### config.mk
export PLATFORM = sky130hd
export DESIGN_NAME = tmds_rx_decoder
export DESIGN_NICKNAME = d
export VERILOG_FILES = /design/src/rtl/tmds_pkg.sv /design/src/rtl/tmds_symbol_decode.sv /design/src/rtl/tmds_rx_decoder.sv
export SDC_FILE = /design/constraint.sdc
export NUM_CORES = 1
export LEC_CHECK = 0
export CAP_MARGIN = 10
export CORE_MARGIN = 10
export CORE_UTILIZATION = 30
export DETAILED_ROUTE_END_ITERATION = 6
export PLACE_DENSITY = 0.43
export RECOVER_POWER = 50
export SYNTH_ARGS = -nofsm -noshare
export SYNTH_HDL_FRONTEND = slang
export SYNTH_HIERARCHICAL = 1
export SYNTH_SLANG_ARGS = --single-unit
### constraint.sdc
create_clock -name clk -period 7.5 [get_ports clk]
set_input_delay 1.5 -clock clk [delete_from_list [all_inputs] [get_ports clk]]
set_output_delay 1.5 -clock clk [all_outputs]
set_load 0.02 [all_outputs]
### src/rtl/tmds_pkg.sv
// Shared TMDS definitions for the transmit and receive paths.
package tmds_pkg;

  localparam int unsigned SYM_W  = 10;
  localparam int unsigned DATA_W = 8;
  localparam int unsigned CTRL_W = 2;
  localparam int unsigned OFF_W  = 4;

  localparam logic [SYM_W-1:0] CTL_TOKEN_00 = 10'b1101010100;
  localparam logic [SYM_W-1:0] CTL_TOKEN_01 = 10'b0010101011;
  localparam logic [SYM_W-1:0] CTL_TOKEN_10 = 10'b0101010100;
  localparam logic [SYM_W-1:0] CTL_TOKEN_11 = 10'b1010101011;
  localparam logic [SYM_W-1:0] CLK_PATTERN  = 10'b0000011111;

  typedef enum logic {SEARCH, LOCKED} link_state_t;

  typedef struct packed {
    logic              is_ctl;
    logic [CTRL_W-1:0] ctrl;
    logic [DATA_W-1:0] data;
  } sym_dec_t;

  function automatic logic is_ctl_token(input logic [SYM_W-1:0] sym);
    return (sym == CTL_TOKEN_00) || (sym == CTL_TOKEN_01) ||
           (sym == CTL_TOKEN_10) || (sym == CTL_TOKEN_11);
  endfunction

endpackage

### src/rtl/tmds_symbol_decode.sv
// Combinational 10b symbol decode to control token value or 8b pixel byte.
module tmds_symbol_decode
  import tmds_pkg::*;
(
  input  logic [SYM_W-1:0] sym,
  output sym_dec_t         dec_c
);

  logic [DATA_W-1:0] t;

  always_comb begin
    dec_c = '0;
    t     = sym[9] ? ~sym[7:0] : sym[7:0];
    dec_c.data[0] = t[0];
    for (int i = 1; i < int'(DATA_W); i++) begin
      dec_c.data[i] = sym[8] ? (t[i] ^ t[i-1]) : ~(t[i] ^ t[i-1]);
    end
    case (sym)
      CTL_TOKEN_00: begin dec_c.is_ctl = 1'b1; dec_c.ctrl = 2'b00; end
      CTL_TOKEN_01: begin dec_c.is_ctl = 1'b1; dec_c.ctrl = 2'b01; end
      CTL_TOKEN_10: begin dec_c.is_ctl = 1'b1; dec_c.ctrl = 2'b10; end
      CTL_TOKEN_11: begin dec_c.is_ctl = 1'b1; dec_c.ctrl = 2'b11; end
      default:      ;
    endcase
  end

endmodule

### src/rtl/tmds_rx_decoder.sv
// TMDS receive channel: symbol alignment via control-token runs, then 10b->8b decode.
module tmds_rx_decoder
  import tmds_pkg::*;
#(
  parameter int unsigned LOCK_RUN       = 8,
  parameter int unsigned SEARCH_TIMEOUT = 2048,
  parameter int unsigned LOSS_TIMEOUT   = 2048,
  parameter int unsigned CNT_W          = 12
) (
  input  logic              clk,
  input  logic              reset,
  input  logic [SYM_W-1:0]  raw_in,
  output logic              blank,
  output logic [CTRL_W-1:0] ctrl,
  output logic [DATA_W-1:0] data,
  output logic              locked,
  output logic [OFF_W-1:0]  offset
);

  localparam logic [CNT_W-1:0] RUN_LAST  = CNT_W'(LOCK_RUN - 1);
  localparam logic [CNT_W-1:0] TMO_LAST  = CNT_W'(SEARCH_TIMEOUT - 1);
  localparam logic [CNT_W-1:0] LOSS_LAST = CNT_W'(LOSS_TIMEOUT - 1);
  localparam logic [OFF_W-1:0] OFF_LAST  = OFF_W'(SYM_W - 1);

  link_state_t         state;
  logic [SYM_W-1:0]    raw_prev;
  logic [SYM_W-1:0]    aligned;
  logic [SYM_W-1:0]    sym_q;
  logic [2*SYM_W-1:0]  window;
  logic                is_ctl;
  logic                ctl_q;
  logic [CNT_W-1:0]    run_cnt;
  logic [CNT_W-1:0]    tmo_cnt;
  logic [CNT_W-1:0]    loss_cnt;
  logic [OFF_W-1:0]    offset_next;
  sym_dec_t            dec;

  // Bit 0 of raw_prev is the earliest bit in the two-word window.
  assign window      = {raw_in, raw_prev};
  assign aligned     = window[5'(offset) +: SYM_W];
  assign is_ctl      = is_ctl_token(aligned);
  assign offset_next = (offset == OFF_LAST) ? '0 : offset + OFF_W'(1);

  tmds_symbol_decode u_decode (
    .sym   (sym_q),
    .dec_c (dec)
  );

  always_ff @(posedge clk) begin
    if (reset) begin
      state    <= SEARCH;
      offset   <= '0;
      run_cnt  <= '0;
      tmo_cnt  <= '0;
      loss_cnt <= '0;
      raw_prev <= '0;
      sym_q    <= '0;
      ctl_q    <= 1'b0;
      blank    <= 1'b1;
      ctrl     <= '0;
      data     <= '0;
      locked   <= 1'b0;
    end else begin
      raw_prev <= raw_in;
      sym_q    <= aligned;
      ctl_q    <= is_ctl;

      // Output stage; ctrl is left untouched across pixel data.
      if (!locked) begin
        blank <= 1'b1;
        ctrl  <= '0;
        data  <= '0;
      end else if (ctl_q && dec.is_ctl) begin
        blank <= 1'b1;
        ctrl  <= dec.ctrl;
        data  <= '0;
      end else begin
        blank <= 1'b0;
        data  <= dec.data;
      end

      case (state)
        SEARCH: begin
          if (is_ctl && (run_cnt == RUN_LAST)) begin
            state   <= LOCKED;
            locked  <= 1'b1;
            run_cnt <= '0;
            tmo_cnt <= '0;
          end else if (tmo_cnt == TMO_LAST) begin
            offset  <= offset_next;
            run_cnt <= '0;
            tmo_cnt <= '0;
          end else begin
            run_cnt <= is_ctl ? run_cnt + CNT_W'(1) : '0;
            tmo_cnt <= tmo_cnt + CNT_W'(1);
          end
        end
        LOCKED: begin
          if (is_ctl) begin
            loss_cnt <= '0;
          end else if (loss_cnt == LOSS_LAST) begin
            state    <= SEARCH;
            locked   <= 1'b0;
            loss_cnt <= '0;
            run_cnt  <= '0;
            tmo_cnt  <= '0;
            offset   <= offset_next;
          end else begin
            loss_cnt <= loss_cnt + CNT_W'(1);
          end
        end
        default: state <= SEARCH;
      endcase
    end
  end

endmodule

======== Yosys cells after proc, flatten, opt, wreduce, memory -nomap -nowiden ========
Cells that the tools add are included.
cells by class
  shift operators ......................... 1
  multiplexer cells ....................... 35
  eq/ne operators ......................... 17
  reduce and logical (&&, ||, !) cells .... 10
  bitwise logic cells ..................... 17
  add/sub/neg operators ................... 4
operators by type and width
  kind                                             number
  two-way mux 12 bit                               9
  case mux 12 bit (2 select lines)                 2
  == test 10 bit, second input constant            4
  adder 12 x 1 -> 12 bit, second input constant    3
  == test 12 x 11 -> 1 bit, second input constant  2
  == test 10 x 8 -> 1 bit, second input constant   2
  == test 10 x 9 -> 1 bit, second input constant   2
  two-way mux 4 bit                                5
  indexed part select 20 x 5 -> 10 bit             1
  two-way mux 1 bit                                14
  == test 12 x 3 -> 1 bit, second input constant   1
  case mux 3 bit (4 select lines)                  1
  inverter 1 bit                                   9
  two-way mux 8 bit                                1
  inequality test 2 bit, second input constant     4
  inverter 8 bit                                   1
  case mux 4 bit (2 select lines)                  1
  bitwise XOR 1 bit                                7
  adder 4 x 1 -> 4 bit, second input constant      1
  == test 4 bit, second input constant             1
  case mux 1 bit (2 select lines)                  2
  AND reduction 4 bit                              1
  logical OR 1 bit                                 3
  AND reduction 3 bit                              1
  other kinds (5)                                  6
storage, ports and cells
  input port bits ......................... 12
  word-level logic and storage cells ...... 96
  register bits after elaboration ......... 74
  output and inout port bits .............. 16

======== Depth between registers and ports, before layout ========
  depth in word-level cells ............... 9
  mapped depth ............................ 11
  gate-level depth less buffers ........... 9

======== Modules after synthesis ========
Netlist, hierarchy kept.
modules (own cells, without submodules)
  module              instances  cells each  sequential area each (um^2)  area an instance (um^2)
  tmds_rx_decoder     1          416         1481.4                       3930.0
  tmds_symbol_decode  1          24          0.0                          216.5

======== Worst setup path before layout ========
OpenSTA, ideal clock, no wires.
  path kind ............................... input to register
  from .................................... input port raw_in[1]
  to ...................................... register offset[3]
  stages .................................. 8
  arrival time ............................ 3838 ps
  path slack .............................. 3588 ps
  path buffers ............................ 0
  library setup time ...................... 74 ps
  cell sequence ........................... mux2i_1 mux4_2 mux2_2 or4b_1 o22a_2 o2111ai_1 mux2_2 a31oi_1
on the way
  longest elaborated chain between the ends .. 8
  elaborated cells on any way between the ends .. 12
RTL lines
  item                                                              line                    text
  start: declaration                                                tmds_rx_decoder.sv:12   input logic [SYM_W-1:0] raw_in,
  indexed part select 20 x 5 -> 10 bit *                            tmds_rx_decoder.sv:40   assign aligned = window[5'(offset) +: SYM_W];
  == test 10 bit / == test 10 x 8 -> 1 bit (equally long branches)  tmds_pkg.sv:24          return (sym == CTL_TOKEN_00) || (sym == CTL_TOKEN_01) ||
  logical OR 1 bit (2 in series)                                    tmds_pkg.sv:24
  logical OR 1 bit *                                                tmds_pkg.sv:25          (sym == CTL_TOKEN_10) || (sym == CTL_TOKEN_11);
  logical AND 1 bit                                                 tmds_rx_decoder.sv:84   if (is_ctl && (run_cnt == RUN_LAST)) begin
  inequality test 2 bit (no source line)                            --
  AND reduction 4 bit (no source line) *                            --
  end signal: assignment                                            tmds_rx_decoder.sv:90   offset <= offset_next;
  end signal: assignment                                            tmds_rx_decoder.sv:107  offset <= offset_next;
  end: declaration                                                  tmds_rx_decoder.sv:17   output logic [OFF_W-1:0] offset
Mark *: on every way between the ends. The rest lies on a longest branch, timed or not.
A chain may end at the register's enable or synchronous reset.

======== Final worst setup path ========
  from .................................... input port raw_in[1]
  to ...................................... register run_cnt[4]
on the way
  longest elaborated chain between the ends .. 9
  elaborated cells on any way between the ends .. 15
RTL lines
  item                                                              line                   text
  indexed part select 20 x 5 -> 10 bit *                            tmds_rx_decoder.sv:40
  == test 10 bit / == test 10 x 8 -> 1 bit (equally long branches)  tmds_pkg.sv:24
  logical OR 1 bit (2 in series)                                    tmds_pkg.sv:24
  logical OR 1 bit *                                                tmds_pkg.sv:25
  two-way mux 12 bit                                                tmds_rx_decoder.sv:94  run_cnt <= is_ctl ? run_cnt + CNT_W'(1) : '0;
  two-way mux 12 bit                                                tmds_rx_decoder.sv:89  end else if (tmo_cnt == TMO_LAST) begin
  two-way mux 12 bit                                                tmds_rx_decoder.sv:84
  case mux 12 bit (2 select lines)                                  tmds_rx_decoder.sv:82  case (state)
  end signal: assignment                                            tmds_rx_decoder.sv:94
  end: declaration                                                  tmds_rx_decoder.sv:32  logic [CNT_W-1:0] run_cnt;
Marked as above.

==> impl_metrics.csv <==
group,metric,value,unit
run_status,status,"finished with violations",
run_status,violations,"max-capacitance violations, max-slew violations",
floorplanning,die_height,138,um
sta,hold_ws,0.464,ns
sta,drv_slew,72,
route,post_drt_wl_per_cell,14.9,um
route,dr.pass1.iters,4,
clock_tree,cts_buffer_depth,2,
pwr,intPower,0.647,mW
hold_path,min_delay_path_depth,2,
finish,final_nets,475,
sta,period_needed,4.77,ns
place,dp_hpwl,6640,um
floorplanning,chipWidth,138,um
hold_path,hp-start,"ctrl[1]",
pwr,swShare,22.9,%
synth,async_reset_ff_share,0,%
global_routing,grt_pass1_vias,3166,
route,ant_nets,0,
critical_path,crit_fanout,18,
clock_tree,cts.sinks,74,
global_routing,grt_overflow,0,
sta,rsz0062_at_grt,"no",
place,place.gp.congestion,0.781,
hold_path,hold_end,"ctrl[1]",
synth,synth_top_family_by_area,"simple AND/OR/NAND/NOR gates",
critical_path,reg2reg_to,"run_cnt[4]",
clock_tree,clk_pin_slew,0.06,ns
finish,drive_gt1_share,10.6,%
synth,seq_area_frac_synth,35.7,%
critical_path,ff2ff_setup_slack,3.26,ns
clock_tree,numCtsBuffers,9,
critical_path,crit_type,"in2reg",
global_routing,grt_pass1_wl,16300,um
synth,synth_area,0.00415,mm2
pwr,pwr-share-seq,48.7,%
synth,syn_nets,455,
floorplanning,die_area,0.0189,mm2
route,drtIter0Drc,208,
clock_tree,ctsResizeCount,0,
clock_tree,post-cts-setup-buffer-count,0,
synth,synth_xor_area_share,5.28,%
sta,timing.setup.tns,0,ns
synth,avgSynthCellArea,9.42,um2
hold_path,min_path_type,"reg2reg",
route,vias_per_cell,5.05,
synth,synthFlopType,"dfxtp_1",
pwr,ir_worst_vdd,97.6,uV
synth,synth-warning-count,6,
global_routing,grt_max_degree,43,
clock_tree,clockRootBuffer,"clkbuf_16",
clock_tree,cts-htree-levels,3,
synth,synth_fa_ha_area_share,0.905,%
critical_path,cp.arrival,5.03,ns
pwr,power_density,175,mW/mm2
floorplanning,coreArea,0.0134,mm2
sta,skew,0.00592,ns
synth,ys_ff_latch,74,
synth,synth_compound_area_share,13.7,%
route,drc,0,
sta,finalHoldViolCount,0,
clock_tree,hold_buffers,0,
pwr,p_comb_share,6.2,%
clock_tree,cts_tree,"built",
finish,stdcell_count,640,
global_routing,grt_usage,10.8,%
critical_path,crit_required,7.76,ns
place,portBuffers,27,
pwr,p_leak,1.73,nW
pwr,power.switching,0.192,mW
floorplanning,start_util,30.9,%
sta,tightest_slew,2.01,ns
route,num_vias,3232,
pwr,clkPwrFrac,45.1,%
sta,fmaxAchievable,210,MHz
critical_path,endpoint_kind,"flip-flop",
synth,synth_edf_count,0,
finish,areaGrowthSynthToFinish,15.6,%
sta,fin_crit_sh,63.6,%
floorplanning,num_io_pins,28,
critical_path,regToRegStartpoint,"offset[0]",
global_routing,grt_antenna_before_repair,0,
floorplanning,rows,42,
synth,syn_inst,440,
sta,slew_headroom,-34.0,%
run,maxCapViolations,2,
critical_path,reg2reg_depth,9,
clock_tree,clkLatencyLatePin,0.33,ns
synth,synthMuxAreaShare,17.1,%
finish,diodes,0,
critical_path,worst_setup_path_start_kind,"primary input",
sta,setup_viol,0,
synth,synth-simple-area-share,22.7,%
route,drt_wl_total,9530,um
synth,ys_types,61,
place,dpl.cell_count,625,
layout make-up:
type / count / area (um2)
fill: 1363 / 8610
multi-input combinational: 326 / 2470
sequential: 74 / 1480
timing repair buffer: 32 / 300
clock buffer: 11 / 233
tap: 176 / 220
inverter: 17 / 63.8
clock inverter: 4 / 20.0
critical path: stages:
cell,delay [ns]
clkdlybuf4s50_1,0.65
mux2i_1,0.13
mux4_2,0.46
mux2_2,0.31
or4b_1,0.52
o22a_2,0.33
nor4_4,0.79
a21oi_1,0.15
o21ai_0,0.18
logic make-up after synthesis:
kind of cell	Yosys count
and+or+nand+nor	169
AOI/OAI and AO/OA	82
DFF	74
muxes	47
buffers and inverters	40
xor gates and xnor gates	25
adders and majority gates	3
power by group through the flow:
stage | Combinational, mW | Sequential [mW] | Clock, mW
floorplan | 0.0354 | 0.414 | 0
global placement | 0.0525 | 0.417 | 0
detailed placement | 0.0525 | 0.417 | 0
CTS | 0.0526 | 0.408 | 0.397
global route | 0.0575 | 0.410 | 0.415
finish | 0.0520 | 0.409 | 0.378
layout by cell type (no fill, tap or decap), drive strengths merged, types with 4 or more instances in the layout:
| master | n |
|---|---|
| nor2b | 17 |
| a21oi | 21 |
| and2 | 11 |
| mux4 | 18 |
| dfxtp | 74 |
| clkinv | 4 |
| dlygate4sd3 | 14 |
| xnor2 | 10 |
| nor4 | 6 |
| xor2 | 15 |
| a22o | 11 |
| o22ai | 4 |
| nor3b | 6 |
| mux2i | 21 |
| and3 | 16 |
| nand2b | 7 |
| nor3 | 7 |
| nand2 | 24 |
| inv | 17 |
| nor2 | 28 |
| o21ai | 13 |
| a21o | 7 |
| mux2 | 8 |
| clkdlybuf4s50 | 13 |
| nand3 | 31 |
| clkbuf | 13 |
through the flow:
stage	utilization (%)	worst slack, ns	power, mW	area [um2]
after floorplan	-	3.59	0.449	4150
after global placement	33.9	2.42	0.470	4550
after detailed placement	33.9	2.38	0.469	4550
after CTS	35.8	2.72	0.858	4800
after global routing	35.8	2.51	0.882	4790
final	35.8	2.73	0.839	4790
sequential cells by signal, indices dropped and copies added (netlist names):
register / cells
loss_cnt: 12
run_cnt: 12
tmo_cnt: 12
raw_prev: 10
sym_q: 10
data: 8
offset: 4
ctrl: 2
blank: 1
ctl_q: 1
locked: 1
state: 1
cells in the mapped netlist (all sizes together), types with 3 or more instances:
library cell,n,area share (%)
inv,17,1.5
mux2i,21,5.1
and3,16,2.4
o31a,3,0.63
nor2b,17,2.6
ha,3,0.91
xor2,15,3.2
o21a,3,0.54
dfxtp,74,36
nor3b,6,1.1
a211oi,3,0.66
or3,3,0.45
a22oi,3,0.54
and2,11,1.7
mux4,18,9.9
nand2,24,2.2
nand3,31,3.9
nand2b,7,1.1
o21ai,13,1.6
a21o,7,1.3
o22ai,4,0.75
xnor2,10,2.1
nor2,28,2.5
a21oi,21,2.5
nor4,6,1.3
a22o,11,2.3
nor3,7,0.84
mux2,8,2.2
clkbuf,8,0.72
buf,15,2.4
metal layers:
metal  GRT usage [%]  part of all wire (%)  vias up
li1                -                     -     1639
met1            13.3                    47     1551
met2            17.7                    48       34
met3            3.64                   3.8        8
met4            2.99                   1.1        0
met5               0                     0        -
worst max path at each step:
stage	depth (start not counted)	to	from	slack, ns
after detailed placement	9	run_cnt[8]	raw_in[1]	2.38
after global routing	9	run_cnt[5]	raw_in[1]	2.51
after floorplan	8	offset[3]	raw_in[1]	3.59
after global placement	9	run_cnt[6]	raw_in[1]	2.42
after CTS	9	run_cnt[4]	raw_in[1]	2.72
final	9	run_cnt[4]	raw_in[1]	2.73
Power figures use the tool's default switching activity.
